--- src/rtl/uart_baud_ctrl.sv ---
// Phase-accumulator baud tick generator: 16x oversample strobe plus 1x bit strobe.
// Optional macro UART_BAUD_RESYNC_EN enables bit-phase resync from the receiver.
module uart_baud_ctrl #(
    parameter logic [31:0] RESET_INC  = 32'd13743895,
    parameter int unsigned OVERSAMPLE = 16
) (
    input  logic        i_clk,
    input  logic        i_reset,
    input  logic        i_enable,
    input  logic        i_cfg_valid,
    input  logic [31:0] i_cfg_inc,
    output logic        o_cfg_ready,
    input  logic        i_rx_resync,
    output logic        o_os_tick,
    output logic        o_tx_tick
);

    localparam int unsigned          DIV_W   = $clog2(OVERSAMPLE);
    localparam logic [DIV_W-1:0]     DIV_MAX = DIV_W'(OVERSAMPLE - 1);

    typedef enum logic [0:0] {
        StRun,
        StPend
    } state_e;

    state_e            r_state;
    state_e            w_state_next;
    logic [31:0]       r_acc;
    logic [31:0]       r_inc;
    logic [31:0]       r_pend_inc;
    logic [DIV_W-1:0]  r_div;
    logic              r_os_tick;
    logic              r_tx_tick;

    logic [32:0]       w_sum;
    logic              w_carry;
    logic              w_div_max;
    logic              w_boundary;
    logic              w_transfer;
    logic              w_apply;
    logic              w_resync;

`ifdef UART_BAUD_RESYNC_EN
    assign w_resync = i_rx_resync;
`else
    logic w_unused_resync;
    assign w_resync        = 1'b0;
    assign w_unused_resync = i_rx_resync;
`endif

    assign w_sum      = {1'b0, r_acc} + {1'b0, r_inc};
    assign w_carry    = w_sum[32];
    assign w_div_max  = (r_div == DIV_MAX);
    // A resync on the boundary carry suppresses the tick, so the apply waits too.
    assign w_boundary = i_enable && w_carry && w_div_max && !w_resync;
    assign w_transfer = i_cfg_valid && (r_state == StRun);
    assign w_apply    = (r_state == StPend) && (i_enable ? w_boundary : 1'b1);

    always_ff @(posedge i_clk) begin
        if (i_reset) begin
            r_state <= StRun;
        end else begin
            r_state <= w_state_next;
        end
    end

    always_comb begin
        w_state_next = r_state;
        unique case (r_state)
            StRun:   if (w_transfer) w_state_next = StPend;
            StPend:  if (w_apply)    w_state_next = StRun;
            default: w_state_next = StRun;
        endcase
    end

    always_ff @(posedge i_clk) begin
        if (i_reset) begin
            r_acc      <= '0;
            r_div      <= '0;
            r_inc      <= RESET_INC;
            r_pend_inc <= '0;
            r_os_tick  <= 1'b0;
            r_tx_tick  <= 1'b0;
        end else begin
            if (w_resync) begin
                r_acc     <= '0;
                r_div     <= '0;
                r_os_tick <= 1'b0;
                r_tx_tick <= 1'b0;
            end else if (i_enable) begin
                r_acc     <= w_sum[31:0];
                r_os_tick <= w_carry;
                r_tx_tick <= w_carry && w_div_max;
                if (w_carry) begin
                    r_div <= r_div + DIV_W'(1);
                end
            end else begin
                r_os_tick <= 1'b0;
                r_tx_tick <= 1'b0;
            end
            if (w_transfer) begin
                r_pend_inc <= i_cfg_inc;
            end
            if (w_apply) begin
                r_inc <= r_pend_inc;
            end
        end
    end

    assign o_cfg_ready = (r_state == StRun);
    assign o_os_tick   = r_os_tick;
    assign o_tx_tick   = r_tx_tick;

endmodule

--- config.mk ---
export PLATFORM = sky130hd
export DESIGN_NAME = uart_baud_ctrl
export DESIGN_NICKNAME = d
export VERILOG_FILES = /design/src/rtl/uart_baud_ctrl.sv
export SDC_FILE = /design/constraint.sdc
export NUM_CORES = 1
export LEC_CHECK = 0
export ABC_AREA = 1
export BUFFER_PORTS_ARGS = -buffer_cell sky130_fd_sc_hd__buf_2
export CORE_UTILIZATION = 61
export DETAILED_ROUTE_END_ITERATION = 10
export PLACE_DENSITY_LB_ADDON = 0.3
export SYNTH_ARGS = -nofsm -noshare
export SYNTH_HDL_FRONTEND = slang
export SYNTH_SLANG_ARGS = --single-unit
--- constraint.sdc ---
create_clock -name i_clk -period 2.3 [get_ports i_clk]
set_clock_uncertainty 0.05 [all_clocks]
set_input_delay 0.46 -clock i_clk [delete_from_list [all_inputs] [get_ports i_clk]]
set_output_delay 0.46 -clock i_clk [all_outputs]
set_load 0.01 [all_outputs]
# Word-level counts from Yosys, hierarchy flattened
# Cells that the tools add are included.
# totals
register_bits,103
input_bits,37
output_inout_bits,3
word_cells,23
# classes
addsub,2
eq_ne,1
n_mux,4
n_bitwise,2
n_reduce_logical,7
# op_table
op,n
$add A32 B32 Y33,1
$logic_and A1 B1 Y1,5
$add A4 B1 Y4 const B,1
$eq A4 B4 Y1 const B,1
$mux W1,3
$not A1 Y1,2
$pmux W1 S2,1
$reduce_and A2 Y1,1
$reduce_or A2 Y1,1

# Longest topological paths before layout
# Gate-level depths: netlist (run 1).
# logic_depth
word_depth,7
mapped_depth,16
depth_no_buf,15

# Least setup slack after synthesis (run 1)
# Ideal clock, no wire load.
# synth_path
kind,register to register
startpoint,register r_acc[0]
endpoint,register r_inc[10]
setup_time_ns,0.143
arrival_time_ns,1.929
required_ns,2.107
setup_slack_ns,0.178
stages_incl_launch_ff,16
path_buffers,1
period_less_slack_ns,2.122
path_cell_list,dfxtp_1 ha_1 fa_1 nand2_1 nand2_1 nand3_1 nand2_2 nand2_1 nand2_2 nand2_2 nand2_2 nand2_4 nand2_8 buf_4 nand3_1 nand3_2
# synth_via
elab_chain_cells,5
# synth_lines
item,line,source
start: declaration,28,logic [31:0] r_acc;
start signal: assignment,91,r_acc <= w_sum[31:0];
$add A32 B32 Y33,51,"assign w_sum = {1'b0, r_acc} + {1'b0, r_inc};"
$logic_and A1 B1 Y1 (2 in a row),55,assign w_boundary = i_enable && w_carry && w_div_max && !w_resync;
$mux W1,57,assign w_apply = (r_state == StPend) && (i_enable ? w_boundary : 1'b1);
$logic_and A1 B1 Y1,57,
end signal: assignment,105,r_inc <= r_pend_inc;
end: declaration,29,logic [31:0] r_inc;
# No other way between the ends.
# A chain may end at the register's enable or synchronous reset.

# Final worst setup path (run 1)
# layout_path
startpoint,register r_inc[0]
endpoint,register r_inc[15]
# layout_via
elab_chain_cells,5
# layout_lines
item,line
$add A32 B32 Y33,51
$logic_and A1 B1 Y1 (2 in a row),55
$mux W1,57
$logic_and A1 B1 Y1,57
# No other way between the ends.

==> run metrics, run 1 <==
status finished clean; number of synthesized flops with an enable pin 0; die area 10200 um^2; switching share of power 36.2%; Clock Path Buffers 2; max_slew headroom 60.2%; P_int 2.88 mW; leading cell type in the layout, fill and taps excluded nand2_1; # IOs 40; Chip Width 101 um; met1 global-route usage 40.7%; first-pass GRT wire length 24.0 mm; nets@finish roughly 1000; Mapped Cells 913; H-tree depth 3; core area 9370 um^2; critical path, cell by cell ha_4 -> fa_2 -> nand2_2 -> nand2_2 -> nand3_2 -> nand2_2 -> nand2_2 -> nand2_2 -> nand2_2 -> nand2_2 -> nand2_4 -> nand2_8 -> buf_4 -> nand3_1 -> nand3_2; Synth Area per Inst 6.57 um^2; CP Class reg2reg; Reg clk slew, reported paths 0.11 ns; Slowest cell on crit path fa_2; Fmax 451 MHz; end-of-flow core utilization about three quarters; Yosys reg bits roughly 100; post-place setup slack -0.0342 ns; routed vias ~5800; DR iter-0 viols 386; Finished Cell Area ~6900 um^2; most frequent cells in the layout nand2_1, nor2_1, inv_1, dfxtp_1, nand3_1; asr flop ratio synth 0%; P per Cell Area 659 nW/um^2; sequential fraction of the synthesis area between 30% and 40%; antenna cells 0; sequential share of power a little under half; Root Buffer Master clkbuf_8; Via density 5.29; area delta synth->final 14.3%; crit-path max cell delay 0.37 ns; max-cap viol count 0; number of global-route vias before repair 5300; HPWL Detailed approximately 10 mm; CTS tree done; Worst-Margin Slew around 0.60 ns; Yosys cell types 33; Critical Path AT 2.43 ns; syn nets 984; Port Buf Inserts 38; Initial Utilization 64.0%; hold buffer count at cts 0; DRC 0; period utilization 96.3%; crit end category flip-flop; final setup violation count 0; drt first pass iters 5; Synth Cell Area between 5000 and 6000 um^2; Combinational Power Share 28.7%; peak supply drop 765 uV; initial antenna violation count 0; CP delay by family, top simple AND/OR/NAND/NOR gates; setup slack after layout 0.0840 ns; worst endpoint required time 2.52 ns; worst hold path type in2reg; Post-DRT Antenna Nets 0; wire length per cell 13.6 um; dpl cell area roughly 6400 um^2; final hold violation count 0; routed wire length ~15 mm; met3 global-route usage 4.21%; pin count of the biggest net entering global routing approximately 70; Max Fanout on Critical Path 7; Most common cell on crit path nand2_2; Leak Pwr 3.39 nW; grt total ovfl 0; fin crit period 2.22 ns; Yosys warning total 0; CP Buf/Inv Count 1; total clock sinks 103; RSZ-0062 raised after global routing true; clock power share 25.8%; All-Layer GR Usage 30.0%; Final Max Tran Viols 0; cts bufs inserted 9; later-pin clock latency in the skew report 0.40 ns; Die H 101 um; ys flop type dfxtp_1; most used routing layer in global routing met2; met2 usage about half; switching power total 1.64 mW; Setup crit start kind flip-flop; Placer Congestion 0.935; num rows 35; fraction of layout cells with a size suffix above 1 between 10% and 20%
registers in the layout, indices dropped and copies added (netlist names):
signal,cells
o_tx_tick,1
r_inc,32
r_div,4
r_state,1
o_os_tick,1
r_acc,32
r_pend_inc,32
synthesized netlist by cell type, types with 10 or more instances:
cell        n  area share, %
ha_1       33            6.9
nand3_2    10            1.7
xor2_1     15            2.2
dfxtp_1   103             34
a21oi_1    71            5.9
clkbuf_1   22            1.4
nand2_2    14            1.5
o21ai_0    66            5.5
nand3_1    72            6.0
nor2_1    171             11
inv_1     105            6.6
nand2_1   185             12
kinds of logic (layout without fill, tap and decap cells):
family	Yosys count	count (layout)	synth area share, %
compound gates	152	152	13.3
xor+xnor	17	17	2.48
fa+ha+maj	34	34	7.22
buf+inv	142	187	9.59
flops	103	103	34.4
simple gates	465	466	33.1
repair_timing:
item	in CTS	in global routing
gates cloned	0	2
pin swaps	0	4
endpoints found under the setup margin	14	40
gates resized for setup	1	46
setup buffers	0	6
worst paths after layout:
| kind | cells after the start | slack [ns] | start | to |
|---|---|---|---|---|
| setup / recovery | 15 | 0.08 | r_inc[0] | r_inc[15] |
| hold / removal | 3 | 0.26 | i_cfg_inc[4] | r_pend_inc[4] |
| setup reg to reg | 15 | 0.08 | r_inc[0] | r_inc[15] |
| hold reg to reg | 2 | 0.41 | r_pend_inc[7] | r_pend_inc[7] |
power by group through the flow:
| stage | combinational [mW] | sequential (mW) | clock (mW) |
|---|---|---|---|
| 2_1_floorplan | 0.905 | 2.03 | 0 |
| 3_3_place_gp | 1.15 | 2.07 | 0 |
| 3_5_place_dp | 1.17 | 2.07 | 0 |
| 4_1_cts | 1.18 | 2.03 | 1.19 |
| 5_1_grt | 1.47 | 2.07 | 1.26 |
| 6_report | 1.30 | 2.05 | 1.17 |
through the flow:
stage / power, mW / hold WS [ns] / cells / TNS, ns
2_1_floorplan: 2.94 / 0.380 / 913 / 0
6_report: 4.52 / 0.264 / 1088 / 0
4_1_cts: 4.40 / 0.263 / 1080 / 0
3_3_place_gp: 3.21 / 0.391 / 1064 / 0
3_5_place_dp: 3.24 / 0.397 / 1064 / -0.140
5_1_grt: 4.80 / 0.278 / 1088 / -0.127
routing by layer:
| layer | routed length, um | vias up |
|---|---|---|
| li1 | - | 2985 |
| met1 | 6960 | 2617 |
| met2 | 6870 | 136 |
| met3 | 676 | 18 |
| met4 | 247 | 0 |
| met5 | 0 | - |
layout make-up:
class | count | area, um^2
clock buffers | 9 | 124
inverters | 107 | 402
well taps | 129 | 161
fillers | 792 | 2510
multi-input cells | 669 | 3560
clock inverters | 7 | 85.1
flip-flops and latches | 103 | 2080
repair buffers | 64 | 444
tightest hold or removal path: cells and delay by family:
kind	cells	cell delay, ns
buffers and inverters	1	0.07
AO/OA/AOI/OAI	1	0.07
AND/OR/NAND/NOR	1	0.08
(Power assumes the default switching activity.)
==> run 2: changes to the inputs <==
--- a/config.mk
+++ b/config.mk
@@ -7,7 +7,7 @@
 export LEC_CHECK = 0
 export ABC_AREA = 1
 export BUFFER_PORTS_ARGS = -buffer_cell sky130_fd_sc_hd__buf_2
-export CORE_UTILIZATION = 61
+export CORE_UTILIZATION = 66
 export DETAILED_ROUTE_END_ITERATION = 10
 export PLACE_DENSITY_LB_ADDON = 0.3
 export SYNTH_ARGS = -nofsm -noshare
==> constraint.sdc (replaced) <==
create_clock -name i_clk -period 2.73 [get_ports i_clk]
set_clock_uncertainty 0.05 [all_clocks]
set_input_delay 0.546 -clock i_clk [delete_from_list [all_inputs] [get_ports i_clk]]
set_output_delay 0.546 -clock i_clk [all_outputs]
set_load 0.01 [all_outputs]
==> run 2 against run 1 <==
Cell area fell by 6.1%. Sequential share of layout area up 1.8 points. Critical path depth fell by 1. Fmax down 10%. Power fell by 18%. Via count rose by 0.30%. Die area down 7.4%. Sequential power shrank 16%. Combinational power fell by 25%. Non-clock buffer count down 20. Sequential cell count unchanged. Clock-buffer cell count unchanged. Critical endpoint is now r_inc[12]. Largest cell class unchanged.
==> run metrics, run 2 (same netlist as run 1, synthesis figures left out) <==
status finished clean (unchanged); CP Class reg2reg (unchanged); Port Buf Inserts 38 (unchanged); Fill cells 754 (was 792); cts bufs inserted 9 (unchanged); fraction of layout cells with a size suffix above 1 10.0% (was 16.1%); Max Fanout on Critical Path 26 (was 7); Via density 5.51 (was 5.29); initial antenna violation count 0 (unchanged); nets@finish 1005 (was 1025); biggest regs r_acc x32, r_inc x32, r_pend_inc x32 (unchanged); HPWL Detailed 10.8 mm (was 10.4 mm); # IOs 40 (unchanged); max-cap viol count 0 (unchanged); All-Layer GR Usage 31.8% (was 30.0%); num rows 34 (was 35); routed wire length 14.5 mm (was 14.8 mm); core area 8760 um^2 (was 9370 um^2); Leak Pwr 3.27 nW (was 3.39 nW); fin crit period 2.47 ns (was 2.22 ns); first-pass GRT wire length 24.3 mm (was 24.0 mm); worst endpoint required time 2.95 ns (was 2.52 ns); final setup violation count 0 (unchanged); Post-DRT Antenna Nets 0 (unchanged); H-tree depth 3 (unchanged); period utilization 90.4% (was 96.3%); crit end category flip-flop (unchanged); die area 9480 um^2 (was 10200 um^2); setup_tns 0 ns (unchanged); Register Area 2060 um^2 (was 2080 um^2); Critical Path AT 2.69 ns (was 2.43 ns); Die H 97.3 um (was 101 um); later-pin clock latency in the skew report 0.38 ns (was 0.40 ns); hold_ws 0.355 ns (was 0.264 ns); Reg clk slew, reported paths 0.12 ns (was 0.11 ns); leading cell type in the layout, fill and taps excluded nand2_1 (unchanged); Final Max Tran Viols 0 (unchanged); number of global-route vias before repair 5337 (was 5300); area delta synth->final 7.34% (was 14.3%); CTS tree done (unchanged); Chip Width 97.3 um (was 101 um); total clock sinks 103 (unchanged); Root Buffer Master clkbuf_8 (unchanged); most frequent cells in the layout nand2_1, nor2_1, inv_1, dfxtp_1 (was nand2_1, nor2_1, inv_1, dfxtp_1, nand3_1); worst hold path type in2reg (unchanged); peak supply drop 370 uV (was 765 uV); final hold violation count 0 (unchanged); pin count of the biggest net entering global routing 54 (was 71); Worst-Margin Slew 0.582 ns (was 0.596 ns); DR iter-0 viols 266 (was 386); P per Cell Area 574 nW/um^2 (was 659 nW/um^2); max_slew headroom 61.2% (was 60.2%); RSZ-0062 raised after global routing false (was true); wire length per cell 13.8 um (was 13.6 um); routed vias 5773 (was 5756); antenna cells 0 (unchanged); Setup crit start kind flip-flop (unchanged); postcts setup bufs 0 (unchanged); grt total ovfl 0 (unchanged); area of the multi-input gates 3390 um^2 (was 3560 um^2); Placer Congestion 0.946 (was 0.935); DRC 0 (unchanged); Clock Path Buffers 2 (unchanged); Initial Utilization 68.5% (was 64.0%); end-of-flow core utilization 73.5% (was 73.2%); Fmax 405 MHz (was 451 MHz); drt first pass iters 5 (unchanged)
## run 2: changes by cell type in the layout (fill, tap and decap cells not counted), moves of 5 or more
cell     before  now
buf_4        21    6
ha_1         20   33
dfxtp_1      92  102
dfxtp_2      11    1
ha_4          8    0
a21oi_1      65   71
a21oi_2       6    0
ha_2          5    0
nand2_1     180  185
## run 2: repair_timing
action	4_1_cts	5_1_grt
endpoints found under the setup margin	0	15
hold buffers	0	0
gates resized for setup	0	2
## run 2: layer usage
layer,global-route usage [%],routed length [um]
met3,4.75,757
met5,0,0
met2,53.5,6750
met1,42.9,6780
met4,7.69,201
## run 2: path summary, 6_finish.rpt
check                  from              to  slack (ns)  cells past startpoint
max                r_acc[0]       r_inc[12]        0.26                     14
min            i_cfg_inc[4]   r_pend_inc[4]        0.35                      3
max reg2reg        r_acc[0]       r_inc[12]        0.26                     14
min reg2reg  r_pend_inc[25]  r_pend_inc[25]        0.41                      2
## run 2: layout make-up
| cell class | instances | area share [%] |
|---|---|---|
| Multi-Input combinational cell | 669 | 52.6 |
| Clock buffer | 9 | 1.92 |
| Clock inverter | 7 | 1.46 |
| Sequential cell | 103 | 32.0 |
| Inverter | 107 | 6.24 |
| Tap cell | 108 | 2.10 |
| Timing Repair Buffer | 44 | 3.65 |
## run 2: metrics by stage
| stage | setup WS, ns | cells | total power [mW] | area (um^2) |
|---|---|---|---|---|
| after CTS | 0.167 | 1046 | 3.70 | 6410 |
| after detailed placement | 0.187 | 1030 | 2.70 | 6200 |
| after floorplan | 0.608 | 913 | 2.48 | 6000 |
| after global placement | 0.244 | 1030 | 2.67 | 6200 |
| final | 0.263 | 1047 | 3.70 | 6440 |
| after global routing | 0.0558 | 1047 | 3.93 | 6440 |
## run 2: where the power goes
group          leakage [nW]  internal, mW  switching (mW)
Sequential            0.851          1.63          0.0845
Clock                 0.107         0.377           0.627
Combinational          2.31         0.349           0.631
## run 2: worst max-delay path, stage by stage (launching register included)
cell     delay [ns]
dfxtp_1        0.33
ha_1           0.23
fa_1           0.46
nand2_1        0.09
nand2_1        0.06
nand3_1        0.10
nand2_2        0.09
nand2_1        0.09
nand2_2        0.10
nand2_2        0.08
nand2_2        0.08
nand2_4        0.13
nand2_4        0.20
nand3_1        0.18
nand3_2        0.07
==> run 3: changes to the inputs <==
--- a/config.mk
+++ b/config.mk
@@ -5,9 +5,9 @@
 export SDC_FILE = /design/constraint.sdc
 export NUM_CORES = 1
 export LEC_CHECK = 0
-export ABC_AREA = 1
+export ABC_AREA = 0
 export BUFFER_PORTS_ARGS = -buffer_cell sky130_fd_sc_hd__buf_2
-export CORE_UTILIZATION = 66
+export CORE_UTILIZATION = 40
 export DETAILED_ROUTE_END_ITERATION = 10
 export PLACE_DENSITY_LB_ADDON = 0.3
 export SYNTH_ARGS = -nofsm -noshare
==> run 3 against run 2 <==
The flow now finishes with violations (negative setup slack). Synthesized cell count shrank 29%. Clock-buffer cell count grew 1. Non-clock buffer count grew 74. Via count shrank 16%. Sequential share of layout area shrank 1.8 points. Power grew 5.8%. Critical path depth shrank 1. Die area grew 46%. Register-to-register slack lost 0.38 ns. Synthesized area shrank 11%.
==> run metrics, run 3 <==
status finished, violations left (was finished clean); failing checks negative setup slack; switching share of power 30.2% (was 36.3%); core area 12800 um^2 (was 8760 um^2); Post-DRT Antenna Nets 0 (unchanged); most frequent cells in the layout dfxtp_1, nand2_1, nor2_1, a21oi_1, buf_4 (was nand2_1, nor2_1, inv_1, dfxtp_1); setup slack after layout -0.115 ns (was 0.263 ns); Synth Area in Simple Gates 21.2% (was 33.1%); area delta synth->final 28.2% (was 7.34%); H-tree depth 3 (unchanged); worst hold path depth 3 (unchanged); Synth Area per Inst 8.28 um^2 (was 6.57 um^2); largest area contributor in the netlist dfxtp_1 (unchanged); Register Area 2070 um^2 (was 2060 um^2); Max Fanout on Critical Path 8 (was 26); R2R Path Start r_acc[0] (unchanged); final setup violation count 29 (was 0); biggest regs r_acc x32, r_inc x32, r_pend_inc x32 (unchanged); Leak Pwr 3.00 nW (was 3.27 nW); Yosys reg bits 103 (unchanged); All-Layer GR Usage 18.9% (was 31.8%); max_slew headroom 59.1% (was 61.2%); CTS tree done (unchanged); Synth top area share 38.6% (was 34.4%); later-pin clock latency in the skew report 0.35 ns (was 0.38 ns); worst endpoint required time 2.92 ns (was 2.95 ns); post-synthesis adder-cell area fraction 8.11% (was 7.22%); Chip Width 117 um (was 97.3 um); routed wire length 13.2 mm (was 14.5 mm); final hold violation count 0 (unchanged); WP depth 13 (was 14); sequential share of power 42.7% (was 46.4%); antenna cells 0 (unchanged); CP delay by family, top compound AO/OA/AOI/OAI gates (was simple AND/OR/NAND/NOR gates); main combinational cell family by area after synthesis simple AND/OR/NAND/NOR gates (unchanged); Post-synth top cells dfxtp_1, nand2_1, nor2_1, a21oi_1, mux2i_1 (was nand2_1, nor2_1, inv_1, dfxtp_1, nand3_1); asr flop ratio synth 0% (unchanged); Reg-to-Reg End r_inc[15] (was r_inc[12]); Power, Total 3.92 mW (was 3.70 mW); P_int 2.73 mW (was 2.36 mW); Reg clk slew, reported paths 0.08 ns (was 0.12 ns); Die H 117 um (was 97.3 um); Initial Utilization 41.6% (was 68.5%); P per Cell Area 572 nW/um^2 (was 574 nW/um^2); end-of-flow core utilization 53.3% (was 73.5%); peak supply drop 320 uV (was 370 uV); Via density 5.30 (was 5.51); fin crit period 2.84 ns (was 2.47 ns); pin count of the biggest net entering global routing 52 (was 54); Placer Congestion 0.852 (was 0.946); Fill cells 1185 (was 754); cts bufs inserted 9 (unchanged); CP startpoint r_acc[0] (unchanged); HPWL Detailed 8.81 mm (was 10.8 mm); Fmax 352 MHz (was 405 MHz); routed vias 4841 (was 5773); R2R Setup Slk -0.11 ns (was 0.26 ns); Mapped Cells 644 (was 913); leading cell type in the layout, fill and taps excluded dfxtp_1 (was nand2_1); Critical Path AT 3.03 ns (was 2.69 ns); Hold EP r_pend_inc[29] (was r_pend_inc[4]); xor/xnor share of the synthesized area 3.12% (was 2.48%); sequential fraction of the synthesis area 38.6% (was 34.4%); RSZ-0062 raised after global routing true (was false); Final Max Tran Viols 0 (unchanged); # IOs 40 (unchanged); Root Buffer Master clkbuf_16 (was clkbuf_8); CP Class reg2reg (unchanged); Cell Count, Final, Fillers Out 913 (was 1047); post-synthesis compound-gate area fraction 18.4% (was 13.3%); Yosys warning total 0 (unchanged); critical path, cell by cell ha_4 -> fa_2 -> a211oi_2 -> o21ai_2 -> o221a_4 -> a21oi_4 -> o2111a_2 -> o31ai_4 -> and2_4 -> buf_6 -> buf_16 -> nor3_2 -> a21oi_1 (was ha_1 -> fa_1 -> nand2_1 -> nand2_1 -> nand3_1 -> nand2_2 -> nand2_1 -> nand2_2 -> nand2_2 -> nand2_2 -> nand2_4 -> nand2_4 -> nand3_1 -> nand3_2); initial antenna violation count 0 (unchanged); area of the multi-input gates 3350 um^2 (was 3390 um^2); Combinational Power Share 25.5% (was 26.5%); drt first pass iters 5 (unchanged); Setup crit start kind flip-flop (unchanged); dpl cell area 6140 um^2 (was 6200 um^2); Port Buf Inserts 38 (unchanged); total clock sinks 103 (unchanged); crit-path max cell delay 0.37 ns (was 0.46 ns); num rows 41 (was 34); Clock Path Buffers 2 (unchanged); grt total ovfl 0 (unchanged); clock power share 31.7% (was 27.1%); wire length per cell 14.4 um (was 13.8 um); Synth Cell Area 5340 um^2 (was 6000 um^2); die area 13800 um^2 (was 9480 um^2); post-place setup slack -0.232 ns (was 0.187 ns); DR iter-0 viols 231 (was 266); top post-synthesis cells by area dfxtp_1, ha_1, a21oi_1 (was dfxtp_1, nand2_1, nor2_1); ys flop type dfxtp_1 (unchanged); max-cap viol count 0 (unchanged); Finished Cell Area 6840 um^2 (was 6440 um^2); crit end category flip-flop (unchanged); Worst-Margin Slew 0.614 ns (was 0.582 ns); number of global-route vias before repair 4449 (was 5337); HP Start i_cfg_inc[29] (was i_cfg_inc[4]); post-synthesis mux area share 6.94% (was 0%); number of synthesized flops with an enable pin 0 (unchanged); switching power total 1.18 mW (was 1.34 mW); nets@finish 807 (was 1005); R2R cell count 13 (was 14); worst hold path type in2reg (unchanged); Yosys cell types 54 (was 33); placed cells 885 (was 1030); fraction of layout cells with a size suffix above 1 25.6% (was 10.0%); DRC 0 (unchanged); top-count cell post-synth dfxtp_1 (was nand2_1); syn nets 715 (was 984); period utilization 104% (was 90.4%); CP Buf/Inv Count 2 (was 0); Slowest cell on crit path fa_2 (was fa_1); first-pass GRT wire length 21.4 mm (was 24.3 mm)
run 3: power groups by stage:
stage	registers, mW	logic [mW]	clock network [mW]
after detailed placement	1.70	0.881	0
final	1.67	1.00	1.24
after global routing	1.68	1.11	1.35
after floorplan	1.68	0.591	0
after CTS	1.67	0.915	1.27
after global placement	1.70	0.851	0
run 3: area by class of cell:
type,instances,area share [%]
Multi-Input combinational cell,499,49.0
Sequential cell,103,30.3
Timing Repair Buffer,118,13.2
Clock buffer,10,3.35
Tap cell,172,3.15
Clock inverter,6,0.750
Inverter,5,0.274
run 3: worst max path at each step:
stage / to / slack [ns]
5_1_grt: r_acc[12] / -0.23
6_report: r_inc[15] / -0.11
3_3_place_gp: r_inc[7] / -0.18
4_1_cts: r_inc[0] / -0.09
3_5_place_dp: r_inc[7] / -0.23
2_1_floorplan: r_inc[14] / 0.009
run 3: metrics by stage:
step | hold slack [ns] | TNS [ns]
finish | 0.385 | -0.839
global route | 0.373 | -5.51
CTS | 0.376 | -0.971
detailed placement | 0.397 | -5.84
global placement | 0.392 | -5.00
floorplan | 0.386 | 0
run 3: logic make-up (layout without fill, tap and decap cells):
kind of cell | after synthesis | after routing
DFF | 103 | 103
buffers and inverters | 42 | 139
muxes | 37 | 37
xor gates and xnor gates | 19 | 19
and+or+nand+nor | 252 | 252
adders and majority gates | 34 | 34
AOI/OAI and AO/OA | 157 | 157
run 3: per-layer routing:
metal	wire length, um	vias up	share of wire, %	global-route usage [%]
met5	0	-	0	0
met4	173	0	1.3	5.45
met3	466	11	3.5	2.96
met2	6110	99	46	30.8
met1	6430	2279	49	25.9
li1	-	2452	-	-
run 3: what timing repair did:
action	4_1_cts	5_1_grt
buffers inserted	3	7
pin swaps	7	24
gates cloned	2	1
setup endpoints to repair	43	54
hold buffers	0	0
endpoints found under the hold margin	0	0
gates resized for setup	26	39
run 3: worst register-to-register path, cell delays in order (launching register included):
cell	delay, ns
dfxtp_2	0.34
ha_4	0.16
fa_2	0.37
a211oi_2	0.27
o21ai_2	0.11
o221a_4	0.29
a21oi_4	0.15
o2111a_2	0.24
o31ai_4	0.08
and2_4	0.21
buf_6	0.14
buf_16	0.14
nor3_2	0.13
a21oi_1	0.06
